===== src/rtl/resolution_overlay_ctrl_pkg.sv =====
// Shared video defines: mode descriptor, mode ids, overlay defaults.
// Imported by the resolution overlay sequencer and its row tracker.
package resolution_overlay_ctrl_pkg;

  localparam int RESLINE_SIZE = 8;
  localparam int RES_OVL_X0   = 16;
  localparam int RES_OVL_Y0   = 16;

  typedef struct packed {
    logic [3:0]  id;
    logic [11:0] h_active;
    logic [11:0] v_active;
  } VideoMode;

  localparam logic [3:0] MODE_640X480  = 4'd0;
  localparam logic [3:0] MODE_800X600  = 4'd1;
  localparam logic [3:0] MODE_1024X768 = 4'd2;
  localparam logic [3:0] MODE_1280X720 = 4'd3;

endpackage


===== src/rtl/resolution_row_tracker.sv =====
// Tracks which ROM row and vertical replicate the raster is on.
// Advances once per line at hpos==0 inside the overlay window.
module resolution_row_tracker
  import resolution_overlay_ctrl_pkg::*;
#(
  parameter int POS_W = 12,
  parameter int Y0    = RES_OVL_Y0,
  parameter int SCALE = 2
) (
  input  logic             clock,
  input  logic             reset,
  input  logic [POS_W-1:0] hpos,
  input  logic [POS_W-1:0] vpos,
  input  logic             frame_start,
  output logic [3:0]       row,
  output logic             in_win
);

  localparam logic [POS_W-1:0] Y0_P    = POS_W'(Y0);
  localparam logic [1:0]       SUB_MAX = 2'(SCALE - 1);

  logic [1:0] sub;

  always_ff @(posedge clock) begin
    if (reset) begin
      row    <= '0;
      sub    <= '0;
      in_win <= 1'b0;
    end else if (frame_start) begin
      in_win <= 1'b0;
    end else if (hpos == '0) begin
      if (vpos == Y0_P) begin
        row    <= '0;
        sub    <= '0;
        in_win <= 1'b1;
      end else if (in_win) begin
        if (sub == SUB_MAX) begin
          sub <= '0;
          if (row == 4'd15) in_win <= 1'b0;
          else              row    <= row + 4'd1;
        end else begin
          sub <= sub + 2'd1;
        end
      end
    end
  end

endmodule


===== src/rtl/resolution_overlay_ctrl.sv =====
// Prefetches one resolution-label ROM row per line and shifts it
// onto the raster as a 1-bit overlay mask with pixel replication.
module resolution_overlay_ctrl
  import resolution_overlay_ctrl_pkg::*;
#(
  parameter int LINE_W = RESLINE_SIZE,
  parameter int POS_W  = 12,
  parameter int X0     = RES_OVL_X0,
  parameter int Y0     = RES_OVL_Y0,
  parameter int SCALE  = 2
) (
  input  logic              clock,
  input  logic              reset,
  input  VideoMode          videoMode,
  input  logic [POS_W-1:0]  hpos,
  input  logic [POS_W-1:0]  vpos,
  input  logic              active,
  input  logic              frame_start,
  output logic [3:0]        rom_addr,
  input  logic [LINE_W-1:0] rom_q,
  output logic              pixel_on,
  output logic              overlay_de
);

  localparam int CNT_W = $clog2(LINE_W + 1);

  localparam logic [POS_W-1:0] H_TRIG  = POS_W'(X0 - 4);
  localparam logic [POS_W-1:0] H_LAST  = POS_W'(X0 - 1);
  localparam logic [1:0]       REP_MAX = 2'(SCALE - 1);
  localparam logic [CNT_W-1:0] BIT_MAX = CNT_W'(LINE_W - 1);

  typedef enum logic [2:0] {
    IDLE, FETCH, WAIT_Q, WAIT_X, SHIFT
  } state_t;

  state_t            state, state_n;
  logic [3:0]        addr_n;
  logic [LINE_W-1:0] shreg, shreg_n;
  logic [CNT_W-1:0]  bitcnt, bitcnt_n;
  logic [1:0]        rep, rep_n;
  logic              blank;
  logic [3:0]        prev_id;
  logic              mode_chg;
  logic [3:0]        row;
  logic              in_win;
  logic              unused_mode;

  assign unused_mode = ^{videoMode.h_active, videoMode.v_active};
  assign mode_chg    = videoMode.id != prev_id;

  resolution_row_tracker #(
    .POS_W (POS_W),
    .Y0    (Y0),
    .SCALE (SCALE)
  ) u_rows (
    .clock       (clock),
    .reset       (reset),
    .hpos        (hpos),
    .vpos        (vpos),
    .frame_start (frame_start),
    .row         (row),
    .in_win      (in_win)
  );

  always_comb begin
    state_n  = state;
    addr_n   = rom_addr;
    shreg_n  = shreg;
    bitcnt_n = bitcnt;
    rep_n    = rep;
    unique case (state)
      IDLE: begin
        if (in_win && active && !blank
            && hpos == H_TRIG) begin
          state_n = FETCH;
          addr_n  = row;
        end
      end
      FETCH: state_n = WAIT_Q;
      WAIT_Q: begin
        state_n  = WAIT_X;
        shreg_n  = rom_q;
        bitcnt_n = '0;
        rep_n    = '0;
      end
      WAIT_X: begin
        if (hpos == H_LAST) state_n = SHIFT;
      end
      SHIFT: begin
        if (rep == REP_MAX) begin
          rep_n    = '0;
          shreg_n  = shreg << 1;
          bitcnt_n = bitcnt + 1'b1;
          if (bitcnt == BIT_MAX) state_n = IDLE;
        end else begin
          rep_n = rep + 2'd1;
        end
      end
      default: state_n = IDLE;
    endcase
    // a mode change or leaving the active region kills the line
    if (mode_chg || (state != IDLE && !active))
      state_n = IDLE;
  end

  always_ff @(posedge clock) begin
    if (reset) begin
      state    <= IDLE;
      rom_addr <= '0;
      shreg    <= '0;
      bitcnt   <= '0;
      rep      <= '0;
      blank    <= 1'b1;
      prev_id  <= videoMode.id;
    end else begin
      state    <= state_n;
      rom_addr <= addr_n;
      shreg    <= shreg_n;
      bitcnt   <= bitcnt_n;
      rep      <= rep_n;
      prev_id  <= videoMode.id;
      if (mode_chg)         blank <= 1'b1;
      else if (frame_start) blank <= 1'b0;
    end
  end

  assign overlay_de = state == SHIFT;
  assign pixel_on   = overlay_de & shreg[LINE_W-1];

endmodule


===== config.mk =====
export PLATFORM = sky130hd
export DESIGN_NAME = resolution_overlay_ctrl
export DESIGN_NICKNAME = d
export VERILOG_FILES = /design/src/rtl/resolution_overlay_ctrl_pkg.sv /design/src/rtl/resolution_row_tracker.sv /design/src/rtl/resolution_overlay_ctrl.sv
export SDC_FILE = /design/constraint.sdc
export NUM_CORES = 1
export LEC_CHECK = 0
export ABC_AREA = 1
export ABC_CLOCK_PERIOD_IN_PS = 1400
export BUFFER_PORTS_ARGS = -buffer_cell sky130_fd_sc_hd__clkbuf_2
export CAP_MARGIN = 20
export CORE_UTILIZATION = 45
export CTS_CLUSTER_DIAMETER = 50
export DETAILED_ROUTE_END_ITERATION = 10
export PLACE_DENSITY = 0.75
export SLEW_MARGIN = 20
export SYNTH_ARGS = -nofsm -noshare
export SYNTH_HDL_FRONTEND = slang
export SYNTH_SLANG_ARGS = --single-unit

===== constraint.sdc =====
create_clock -name clock -period 1.4 [get_ports clock]
set_input_delay 0.14 -clock clock [delete_from_list [all_inputs] [get_ports clock]]
set_output_delay 0.14 -clock clock [all_outputs]
set_load 0.05 [all_outputs]

Yosys cells after proc, flatten, opt, wreduce, memory -nomap -nowiden
Index checks and enable logic that the tools add are counted.
- register bits after elaboration: 33
- input bits: 64
- add/subtract/negate cells: 4
- equality and inequality tests: 17
- multiplexer cells: 22
- bitwise logic cells: 2
- reductions and logical operators: 21
- operator list (cell ; count):
    equality test 12 x 4 -> 1 bit (second input constant) ; 2
    2-to-1 mux 4 bit ; 5
    one-hot mux 8 bit (2 select lines) ; 1
    one-hot mux 3 bit (5 select lines) ; 1
    equality test 12 x 5 -> 1 bit (second input constant) ; 1
    logical NOT 12 bit ; 1
    2-to-1 mux 3 bit ; 4
    adder 4 x 1 -> 4 bit (second input constant) ; 2
    2-to-1 mux 2 bit ; 4
    2-to-1 mux 8 bit ; 1
    one-hot mux 4 bit (2 select lines) ; 1
    equality test 3 x 2 -> 1 bit (second input constant) ; 2
    != test 2 x 1 -> 1 bit (second input constant) ; 3
    nonzero test 2 bit ; 3
    OR reduction 2 bit ; 3
    AND reduction 5 bit ; 1
    adder 2 x 1 -> 2 bit (second input constant) ; 2
    equality test 2 x 1 -> 1 bit (second input constant) ; 2
    equality test 4 x 3 -> 1 bit (second input constant) ; 1
    equality test 4 bit (second input constant) ; 1
    logical AND 1 bit ; 4
    2-to-1 mux 1 bit ; 4
    != test 2 bit (second input constant) ; 2
    != test 4 bit ; 1
    other kinds (12) ; 14

Depth between registers and ports, before layout
Gate-level depths: netlist of run 1.
- word-level depth: 5
- mapped depth: 10
- gate-level depth less buffers: 10

Cells and area by module
A second synthesis of run 1 with hierarchy kept.
- cells, all modules: 270
- area, all modules: 1825.5 sq um
- modules (own cells, without submodules) (module ; times used ; cells each ; area an instance (sq um) ; seq. area each (sq um)):
    resolution_overlay_ctrl ; 1 ; 182 ; 1251.2 ; 520.5
    resolution_row_tracker ; 1 ; 88 ; 574.3 ; 140.1

Least setup slack after synthesis of run 1
OpenSTA, ideal clock, no wires.
- kind: register to output
- from: register state[1]
- to: output port pixel_on
- arrival time: 1506 ps
- data required time: 1260 ps
- path slack: -246 ps
- stages on the path, launching flop included: 7
- buffers on the path: 1
- cell sequence: dfxtp_1 -> nor2_2 -> inv_2 -> nor2_4 -> inv_1 -> clkbuf_8 -> nor2_1
- longest elaborated chain between the ends: 2
- ends and longest elaborated chain (element ; RTL line ; source):
    from (decl) ; resolution_overlay_ctrl.sv:36 ; state_t state, state_n;
    from (signal assigned) ; resolution_overlay_ctrl.sv:116 ; state <= state_n;
    equality test 3 bit ; resolution_overlay_ctrl.sv:127 ; assign overlay_de = state == SHIFT;
    bitwise AND 1 bit ; resolution_overlay_ctrl.sv:128 ; assign pixel_on = overlay_de & shreg[LINE_W-1];
    to (decl) ; resolution_overlay_ctrl.sv:21 ; output logic pixel_on,
No other way between the ends.

Final worst setup path of run 1
- from: register state[0]
- to: output port overlay_de
- longest elaborated chain between the ends: 1
- ends and longest elaborated chain (element ; RTL line ; source):
    equality test 3 bit ; resolution_overlay_ctrl.sv:127 ;
    to (decl) ; resolution_overlay_ctrl.sv:22 ; output logic overlay_de
No other way between the ends.

==> flow_metrics.env, run 1 <==
export IMPL_grt_pass1_vias=1605
export IMPL_ir_drop_uv=590.5
export IMPL_grt_max_degree=16
export IMPL_io_buffers=45
export IMPL_yosys_warnings=0
export IMPL_worst_path_buf_inv=3
export IMPL_hold_viol=0
export IMPL_setup_viol=2
export IMPL_final_period_utilization=1.016
export IMPL_via_count=1773
export IMPL_cts_buffers=5
export IMPL_wl_per_cell_um=10.14
export IMPL_dieArea_mm2=0.004220
export IMPL_final_common_cell="nand2_1"
export IMPL_vias_per_cell=4.753
export IMPL_finClkSkew_ns=0.002856
export IMPL_gr_total_overflow=0
export IMPL_io_pin_count=70
export IMPL_p_leak_nw=1.162
export IMPL_violations="negative setup slack"
export IMPL_floorplan_initialDensity=0.4766
export IMPL_multiInputGateArea_um2=975.9
export IMPL_dp_hpwl_um=2703
export IMPL_nets=391
export IMPL_startpoint_type="flip-flop"
export IMPL_worst_skew_pair_late_latency_ns=0.28
export IMPL_syn_num_nets=320
export IMPL_netlist_area_mm2=0.001784
export IMPL_fin_util=0.6424
export IMPL_cp_common_cell="nor2_4"
export IMPL_crit_family="buffers and inverters"
export IMPL_fin_ws_ns=-0.02232
export IMPL_ctsRootBufferMaster="clkbuf_8"
export IMPL_die_h_um=64.97
export IMPL_slew_viol_final=0
export IMPL_drv_cap=0
export IMPL_tritoncts="built"
export IMPL_crit_path_max_incr_delay_ns=0.36
export IMPL_tns_ns=-0.04023
export IMPL_grt_pass1_wl_um=6106
export IMPL_core_area_mm2=0.003744
export IMPL_routabilityCongestion=0.7853
export IMPL_path_clk_slew_ns=0.07
export IMPL_rows=22
export IMPL_seq_area_frac_synth=0.3703
export IMPL_htreeDepth=2
export IMPL_ant_nets=0
export IMPL_seqCellArea_um2=665.6
export IMPL_dr_pass1_iters=4
export IMPL_drc=0
export IMPL_p_per_area_mw_per_mm2=749.1
export IMPL_drt_iter0_drc=48
export IMPL_clk_path_buf_depth=2
export IMPL_die_w_um=64.97
export IMPL_rsz0062_at_grt="true"
export IMPL_fin_crit_ns=1.422
export IMPL_cp_slowest_cell="dfxtp_4"
export IMPL_antenna_found_initial=0
export IMPL_critical_path_class="reg -> out"
export IMPL_final_cell_mix="nand2_1, nor2_1, clkbuf_2"
export IMPL_drive_above_1_share=0.3262
export IMPL_max_slew_worst_pin_slew_ns=0.2717
export IMPL_fmax_ghz=0.7031
export IMPL_outcome="complete, but fails checks"
export IMPL_worstSetupEndpointType="output pin"
export IMPL_cp_arrival_ns=1.28
export IMPL_area_growth_pct=34.78
export IMPL_synth_cells=254
export IMPL_fill_cells=364
export IMPL_diodes=0
export IMPL_hold_path_class="in -> reg"
export IMPL_grt_usage=0.1866
export IMPL_syn_area_per_cell_um2=7.024
export IMPL_path_max_fanout=6
export IMPL_synth_cell_types=34
export IMPL_place_inst=353
export IMPL_final_cells=373
export IMPL_drt_wl_total_um=3784
export IMPL_path_cells="nor2_4 > inv_2 > nor2_4 > buf_6 > clkbuf_16"
export IMPL_ys_ff_latch=33
export IMPL_relSlewSlack=0.8187
export IMPL_cp_required_ns=1.26
export IMPL_clock_sinks=33
==> worst paths after layout <==
check	startpoint	cells after the start	to	slack, ns
worst max-delay path	state[0]	5	overlay_de	-0.02
worst min register to register	u_rows.sub[1]	2	u_rows.sub[1]	0.43
worst max register to register	state[0]	9	shreg[3]	0
worst min-delay path	frame_start	2	blank	0.10
==> registers in the layout (all words and copies together), names as in the netlist <==
register,count
u_rows.row,4
state,3
rom_addr,4
shreg,8
bitcnt,4
u_rows.in_win,1
u_rows.sub,2
rep,2
prev_id,4
blank,1
==> cells by family after synthesis <==
kind of cell / share of synthesized area
DFF: 0.3703
adders and majority gates: 0.01402
buffers and inverters: 0.1059
AOI/OAI and AO/OA: 0.1332
xor gates and xnor gates: 0.009819
and+or+nand+nor: 0.3668
==> cell usage after synthesis (all sizes together) <==
library cell,n,area [um2]
nor2,51,224.0
or2,1,6.260
o21bai,1,7.510
nand4,5,31.28
o21ai,16,91.34
a211oi,2,25.02
nand3,12,65.06
a21oi,10,50.05
clkbuf,2,27.53
nand2,64,275.3
nor3,5,30.03
inv,34,127.6
xnor2,1,8.760
and2,2,15.02
buf,3,33.78
xor2,1,8.760
ha,2,25.02
dfxtp,33,660.6
and3,1,7.510
a31oi,7,56.30
a21boi,1,7.510
==> area by class of cell <==
type                       count  area share
sequential                    33      0.2768
inverter                      34     0.05411
clock buffer                   7     0.03590
timing repair buffer          69      0.2024
multi-input combinational    182      0.4058
tap                           48     0.02497
==> where the power goes <==
part | internal, mW | switching [mW]
sequential | 0.943 | 0.00204
clock | 0.390 | 0.332
combinational | 0.0711 | 0.0633
==> metrics by stage <==
step	setup slack (ns)	hold slack, ns	power [mW]	instance area (um2)
finish	-0.02232	0.1016	1.801	2405
global route	-0.08929	0.1003	1.884	2405
CTS	-0.01892	0.09839	1.823	2286
detailed placement	0.06936	0.2590	1.093	2111
global placement	0.1002	0.2576	1.090	2111
floorplan	0.1397	0.1677	1.025	1792
==> per-layer routing <==
layer,track usage,wire length (um),vias up,part of all wire
met2,0.3346,1926,32,0.51
met4,0.08333,53,0,0.014
li1,-,-,951,-
met3,0.04930,156,6,0.041
met1,0.2026,1648,784,0.44
met5,0,0,-,0
==> repair_timing <==
| item | in CTS | in global routing |
|---|---|---|
| gates cloned | 0 | 1 |
| pin swaps | 2 | 3 |
| hold endpoints to repair | 4 | 0 |
| setup endpoints to repair | 2 | 12 |
| setup buffers | 2 | 6 |
| gates resized for setup | 8 | 17 |
| hold buffers | 4 | 0 |
Power figures use the tool's default switching activity.
==> run 2, diff against run 1 <==
--- a/config.mk
+++ b/config.mk
@@ -12,7 +12,7 @@
 export CORE_UTILIZATION = 45
 export CTS_CLUSTER_DIAMETER = 50
 export DETAILED_ROUTE_END_ITERATION = 10
-export PLACE_DENSITY = 0.75
+export PLACE_DENSITY = 0.79
 export SLEW_MARGIN = 20
 export SYNTH_ARGS = -nofsm -noshare
 export SYNTH_HDL_FRONTEND = slang
==> run 2 against run 1 <==
  * The flow now finishes without violations
  * Largest power group unchanged
  * Global-route usage is 0.60 points higher
  * Clock power is 4.4% lower
  * First-iteration DRC count up 140%
  * Clock skew up 0.0010 ns
  * Via count is 2.4% lower
  * Die area stayed put
==> flow_metrics.env, run 2 (synthesis gave the netlist of run 1 again) <==
export IMPL_final_common_cell="nand2_1"
export IMPL_dieArea_mm2=0.004220
export IMPL_dr_pass1_iters=4
export IMPL_cp_common_cell="buf_4"
export IMPL_final_period_utilization=0.9881
export IMPL_antenna_found_initial=0
export IMPL_setup_viol=0
export IMPL_diodes=0
export IMPL_io_buffers=45
export IMPL_ir_drop_uv=572.3
export IMPL_crit_cells=9
export IMPL_drt_iter0_drc=114
export IMPL_fin_util=0.6166
export IMPL_via_count=1731
export IMPL_cts_buffers=5
export IMPL_area_growth_pct=29.38
export IMPL_clock_sinks=33
export IMPL_rsz0062_at_grt="true"
export IMPL_min_path_cells=2
export IMPL_hold_viol=0
export IMPL_io_pin_count=70
export IMPL_slew_viol_final=0
export IMPL_core_area_mm2=0.003744
export IMPL_tritoncts="built"
export IMPL_p_leak_nw=1.108
export IMPL_largest_register_ffs=8
export IMPL_wl_per_cell_um=9.851
export IMPL_vias_per_cell=4.704
export IMPL_hold_path_class="in -> reg"
export IMPL_cp_slowest_cell="dfxtp_2"
export IMPL_die_w_um=64.97
export IMPL_place_inst=352
export IMPL_finClkSkew_ns=0.003877
export IMPL_path_cells="buf_4 > buf_4 > nand2_8 > nand2_4 > nand2_4 > nand2_8 > buf_4 > o21ai_0 > a31oi_1"
export IMPL_drv_cap=0
export IMPL_critical_path_class="reg -> reg"
export IMPL_gr_total_overflow=0
export IMPL_worstSetupEndpointType="flip-flop"
export IMPL_startpoint_type="flip-flop"
export IMPL_ant_nets=0
export IMPL_worst_skew_pair_late_latency_ns=0.29
export IMPL_final_cells=368
export IMPL_nets=385
export IMPL_worst_path_buf_inv=3
export IMPL_grt_max_degree=15
export IMPL_htreeDepth=2
export IMPL_routabilityCongestion=0.7908
export IMPL_grt_pass1_wl_um=6203
export IMPL_p_per_area_mw_per_mm2=765.7
export IMPL_crit_path_max_incr_delay_ns=0.33
export IMPL_crit_family="buffers and inverters"
export IMPL_fill_cells=348
export IMPL_dp_hpwl_um=2655
export IMPL_relSlewSlack=0.8007
export IMPL_tns_ns=0
export IMPL_cp_required_ns=1.58
export IMPL_die_h_um=64.97
export IMPL_max_slew_worst_pin_slew_ns=0.3003
export IMPL_drt_wl_total_um=3625
export IMPL_grt_pass1_vias=1573
export IMPL_r2r_worst_path_cells=9
export IMPL_floorplan_initialDensity=0.4766
export IMPL_fmax_ghz=0.7229
export IMPL_rows=22
export IMPL_path_clk_slew_ns=0.06
export IMPL_ctsRootBufferMaster="clkbuf_8"
export IMPL_final_cell_mix="nand2_1, clkbuf_2, nor2_1"
export IMPL_cp_arrival_ns=1.56
export IMPL_fin_crit_ns=1.383
export IMPL_path_max_fanout=14
export IMPL_largest_register="shreg"
export IMPL_clk_path_buf_depth=2
export IMPL_fin_hold_ws_ns=0.09152
export IMPL_outcome="complete, no violations"
export IMPL_drc=0
export IMPL_drive_above_1_share=0.3125
export IMPL_grt_usage=0.1926
[run 2: timing repair]
item | in CTS | in global routing
hold buffers | 4 | 0
gates resized for setup | 13 | 7
pin swaps | 2 | 3
hold endpoints to repair | 4 | 0
buffers inserted | 4 | 0
setup endpoints to repair | 2 | 15
[run 2: metal layers]
metal	up-vias	global-route usage	part of all wire
met5	-	0	0
met4	0	0.1056	0.026
met3	10	0.05106	0.038
met2	32	0.3346	0.48
met1	750	0.2103	0.45
li1	939	-	-
[run 2: worst register-to-register path, cell delays in order (launching register included)]
cell and delay, ns:
dfxtp_2 0.33, buf_4 0.13, buf_4 0.15, nand2_8 0.10, nand2_4 0.07, nand2_4 0.08, nand2_8 0.08, buf_4 0.14
o21ai_0 0.14, a31oi_1 0.05
[run 2: final timing paths]
path,startpoint,slack [ns],to
setup reg to reg,state[1],0.02,shreg[7]
hold / removal,frame_start,0.09,blank
hold reg to reg,u_rows.sub[1],0.44,u_rows.sub[1]
setup / recovery,state[1],0.02,shreg[7]
[run 2: final cells by class]
type | count | area (um2) | area share
multi-input cells | 182 | 979.7 | 0.4244
flip-flops and latches | 33 | 664.4 | 0.2878
repair buffers | 63 | 394.1 | 0.1707
inverters | 34 | 130.1 | 0.05637
clock buffers | 8 | 80.08 | 0.03469
well taps | 48 | 60.06 | 0.02602
[run 2: power breakdown]
part / switching, mW / internal [mW]
clock: 0.337 / 0.353
combinational: 0.0612 / 0.0687
sequential: 0.00210 / 0.945
[run 2: through the flow]
stage	total power [mW]	setup WS [ns]	instance area (um2)
after global routing	1.850	-0.05045	2308
after CTS	1.785	-0.005676	2295
after floorplan	1.025	0.1397	1792
final	1.768	0.01664	2308
after global placement	1.088	0.1058	2091
after detailed placement	1.091	0.06263	2091
==> run 3, diff against run 2 <==
--- a/config.mk
+++ b/config.mk
@@ -12,8 +12,9 @@
 export CORE_UTILIZATION = 45
 export CTS_CLUSTER_DIAMETER = 50
 export DETAILED_ROUTE_END_ITERATION = 10
-export PLACE_DENSITY = 0.79
+export PLACE_DENSITY = 0.78
 export SLEW_MARGIN = 20
 export SYNTH_ARGS = -nofsm -noshare
 export SYNTH_HDL_FRONTEND = slang
+export SYNTH_HIERARCHICAL = 1
 export SYNTH_SLANG_ARGS = --single-unit
==> run 3 against run 2 <==
  * Combinational power up 13%
  * Critical endpoint is now pixel_on
  * Via count up 5.1%
  * Setup slack better by 0.0021 ns
  * Largest cell class unchanged
  * Area after synthesis up 2.3%
  * Routed wire length up 5.0%
  * Largest power group unchanged
  * Cell area up 3.4%
  * Global-route usage up 0.24 points
  * Non-clock buffer count down 2
==> flow_metrics.env, run 3 <==
export IMPL_path_cells="inv_2 > nand2_4 > inv_2 > nand2_2 > buf_6 > nor2_4 > buf_8"
export IMPL_ys_ff_latch=33
export IMPL_synth_main_ff_cell="dfxtp_1"
export IMPL_min_path_cells=3
export IMPL_startpoint_type="flip-flop"
export IMPL_yosysTopAreaCell="dfxtp_1"
export IMPL_ant_nets=0
export IMPL_fin_crit_ns=1.381
export IMPL_dpl_cell_area_mm2=0.002141
export IMPL_final_common_cell="nand2_1"
export IMPL_yosysMostFrequentCell="nand2_1"
export IMPL_ir_drop_uv=474.1
export IMPL_grt_pass1_vias=1689
export IMPL_io_buffers=45
export IMPL_worst_path_buf_inv=4
export IMPL_drive_above_1_share=0.2925
export IMPL_reg2reg_slack_ns=0.10
export IMPL_r2r_worst_path_cells=7
export IMPL_p_int_mw=1.598
export IMPL_cp_arrival_ns=1.24
export IMPL_antenna_found_initial=0
export IMPL_p_leak_nw=1.162
export IMPL_critical_path_class="reg -> out"
export IMPL_fill_cells=333
export IMPL_hold_path_class="in -> reg"
export IMPL_seq_area_frac_synth=0.3619
export IMPL_power_switching_mw=0.4178
export IMPL_synth_common_cells="nand2_1, nor2_1, inv_1"
export IMPL_floorplan_initialDensity=0.4841
export IMPL_slew_viol_final=0
export IMPL_path_max_fanout=3
export IMPL_path_clk_slew_ns=0.07
export IMPL_synth_edf_count=0
export IMPL_die_w_um=65.69
export IMPL_pwr_share_comb=0.073
export IMPL_rsz0062_at_grt="true"
export IMPL_area_growth_pct=30.77
export IMPL_grt_max_degree=11
export IMPL_clk_path_buf_depth=2
export IMPL_relSlewSlack=0.7975
export IMPL_dr_pass1_iters=4
export IMPL_setup_viol=0
export IMPL_final_area_mm2=0.002387
export IMPL_synthTopCellsByArea="dfxtp_1, nand2_1, nor2_1, inv_1, a21oi_1"
export IMPL_min_delay_start="rom_q[0]"
export IMPL_diodes=0
export IMPL_drc=0
export IMPL_netlist_area_mm2=0.001826
export IMPL_yosys_warnings=6
export IMPL_core_area_mm2=0.003771
export IMPL_cp_required_ns=1.26
export IMPL_die_h_um=65.69
export IMPL_clock_sinks=33
export IMPL_drt_iter0_drc=60
export IMPL_cp_slowest_cell="dfxtp_2"
export IMPL_synthArstFlopShare=0
export IMPL_outcome="complete, no violations"
export IMPL_syn_area_per_cell_um2=6.761
export IMPL_crit_family="buffers and inverters"
export IMPL_seqPwrFrac=0.470
export IMPL_worst_skew_pair_late_latency_ns=0.28
export IMPL_tritoncts="built"
export IMPL_synth_cells=270
export IMPL_clkPwrFrac=0.457
export IMPL_syn_num_nets=336
export IMPL_fin_ws_ns=0.01876
export IMPL_cts_buffers=5
export IMPL_nets=400
export IMPL_tns_ns=0
export IMPL_via_count=1820
export IMPL_wl_per_cell_um=9.937
export IMPL_rows=22
export IMPL_synth_cell_types=27
export IMPL_grt_usage=0.1950
export IMPL_pre_cts_ws_ns=0.06649
export IMPL_cp_common_cell="inv_2"
export IMPL_crit_path_max_incr_delay_ns=0.33
export IMPL_drv_cap=0
export IMPL_final_cell_mix="nand2_1, clkbuf_2, nor2_1"
export IMPL_final_period_utilization=0.9866
export IMPL_dieArea_mm2=0.004315
export IMPL_crit_reg2reg_capture="u_rows/row[2]"
export IMPL_gr_total_overflow=0
export IMPL_min_to="shreg[0]"
export IMPL_largest_register="shreg"
export IMPL_vias_per_cell=4.752
export IMPL_swShare=0.2072
export IMPL_io_pin_count=70
export IMPL_r2r_start="u_rows/row[1]"
export IMPL_drt_wl_total_um=3806
export IMPL_grt_pass1_wl_um=6341
export IMPL_synth_top_area_frac=0.3619
export IMPL_largest_register_ffs=8
export IMPL_fmax_ghz=0.7240
export IMPL_dp_hpwl_um=2836
export IMPL_p_per_area_mw_per_mm2=844.6
export IMPL_hold_viol=0
export IMPL_ctsRootBufferMaster="clkbuf_8"
export IMPL_max_slew_worst_pin_slew_ns=0.3050
export IMPL_routabilityCongestion=0.8367
export IMPL_finClkSkew_ns=0.007117
export IMPL_htreeDepth=2
export IMPL_worstSetupEndpointType="output pin"
==> run 3: cell types whose count changed in the layout (fill, tap and decap cells not counted), sizes merged, moves of 2 or more <==
cell	delta
a21oi	+13
a31oi	-6
buf	-2
inv	+10
nand2	+4
nand3	+2
o21ai	-2
==> run 3: area by class of cell <==
| cell class | count | area, um2 | area share |
|---|---|---|---|
| clock inverters | 1 | 30.03 | 0.01258 |
| inverters | 44 | 165.2 | 0.06918 |
| flip-flops and latches | 33 | 665.6 | 0.2788 |
| well taps | 48 | 60.06 | 0.02516 |
| repair buffers | 61 | 395.4 | 0.1656 |
| clock buffers | 7 | 86.33 | 0.03616 |
| multi-input cells | 189 | 984.7 | 0.4125 |
==> run 3: layer usage <==
layer  vias up  track usage  part of all wire
li1        968            -                 -
met1       801       0.1896              0.43
met2        38       0.3482              0.51
met3        13      0.06597             0.033
met4         0       0.1223             0.033
met5         -            0                 0
==> run 3: metrics by stage <==
stage                     hold WS (ns)    util  power [mW]  std cells
after global placement          0.2606  0.5677       1.104        367
after detailed placement        0.2649  0.5677       1.108        367
after CTS                       0.1069  0.6257       2.037        383
after global routing            0.1095  0.6330       2.109        383
after floorplan                 0.1677       -       1.035        270
final                           0.1100  0.6330       2.016        383
==> run 3: cell families after synthesis <==
group,share of synthesized area
simple gates,0.3742
xor+xnor,0.009597
compound gates,0.1241
fa+ha+maj,0.01371
flops,0.3619
buf+inv,0.1165
==> run 3: power by group through the flow <==
stage                     Combinational (mW)  Sequential [mW]  Clock (mW)
after global placement                 0.136            0.969           0
after detailed placement               0.139            0.969           0
after floorplan                       0.0664            0.968           0
final                                  0.147            0.947       0.922
after CTS                              0.149            0.947       0.941
after global routing                   0.166            0.948       0.996
==> run 3: worst reg2reg max path: cells and delay by family (launching register included) <==
kind                       cells  cell delay (ns)
adders and majority gates      1             0.20
DFF                            1             0.34
AOI/OAI and AO/OA              1             0.25
and+or+nand+nor                5             0.43
==> run 3: timing repair <==
action / in CTS / in global routing
endpoints found under the hold margin: 4 / 0
endpoints found under the setup margin: 2 / 19
pin swaps: 0 / 1
setup buffers: 4 / 0
hold buffers: 4 / 0
cloned: 0 / 0
resized for setup: 9 / 11
==> run 3: how the worst max path moves through the flow <==
stage / startpoint / endpoint / cells past startpoint
after global routing: state[0] / bitcnt[2] / 9
after global placement: state[2] / bitcnt[2] / 8
final: state[0] / pixel_on / 7
after floorplan: state[0] / shreg[1] / 9
after detailed placement: state[2] / bitcnt[2] / 7
after CTS: state[0] / overlay_de / 5
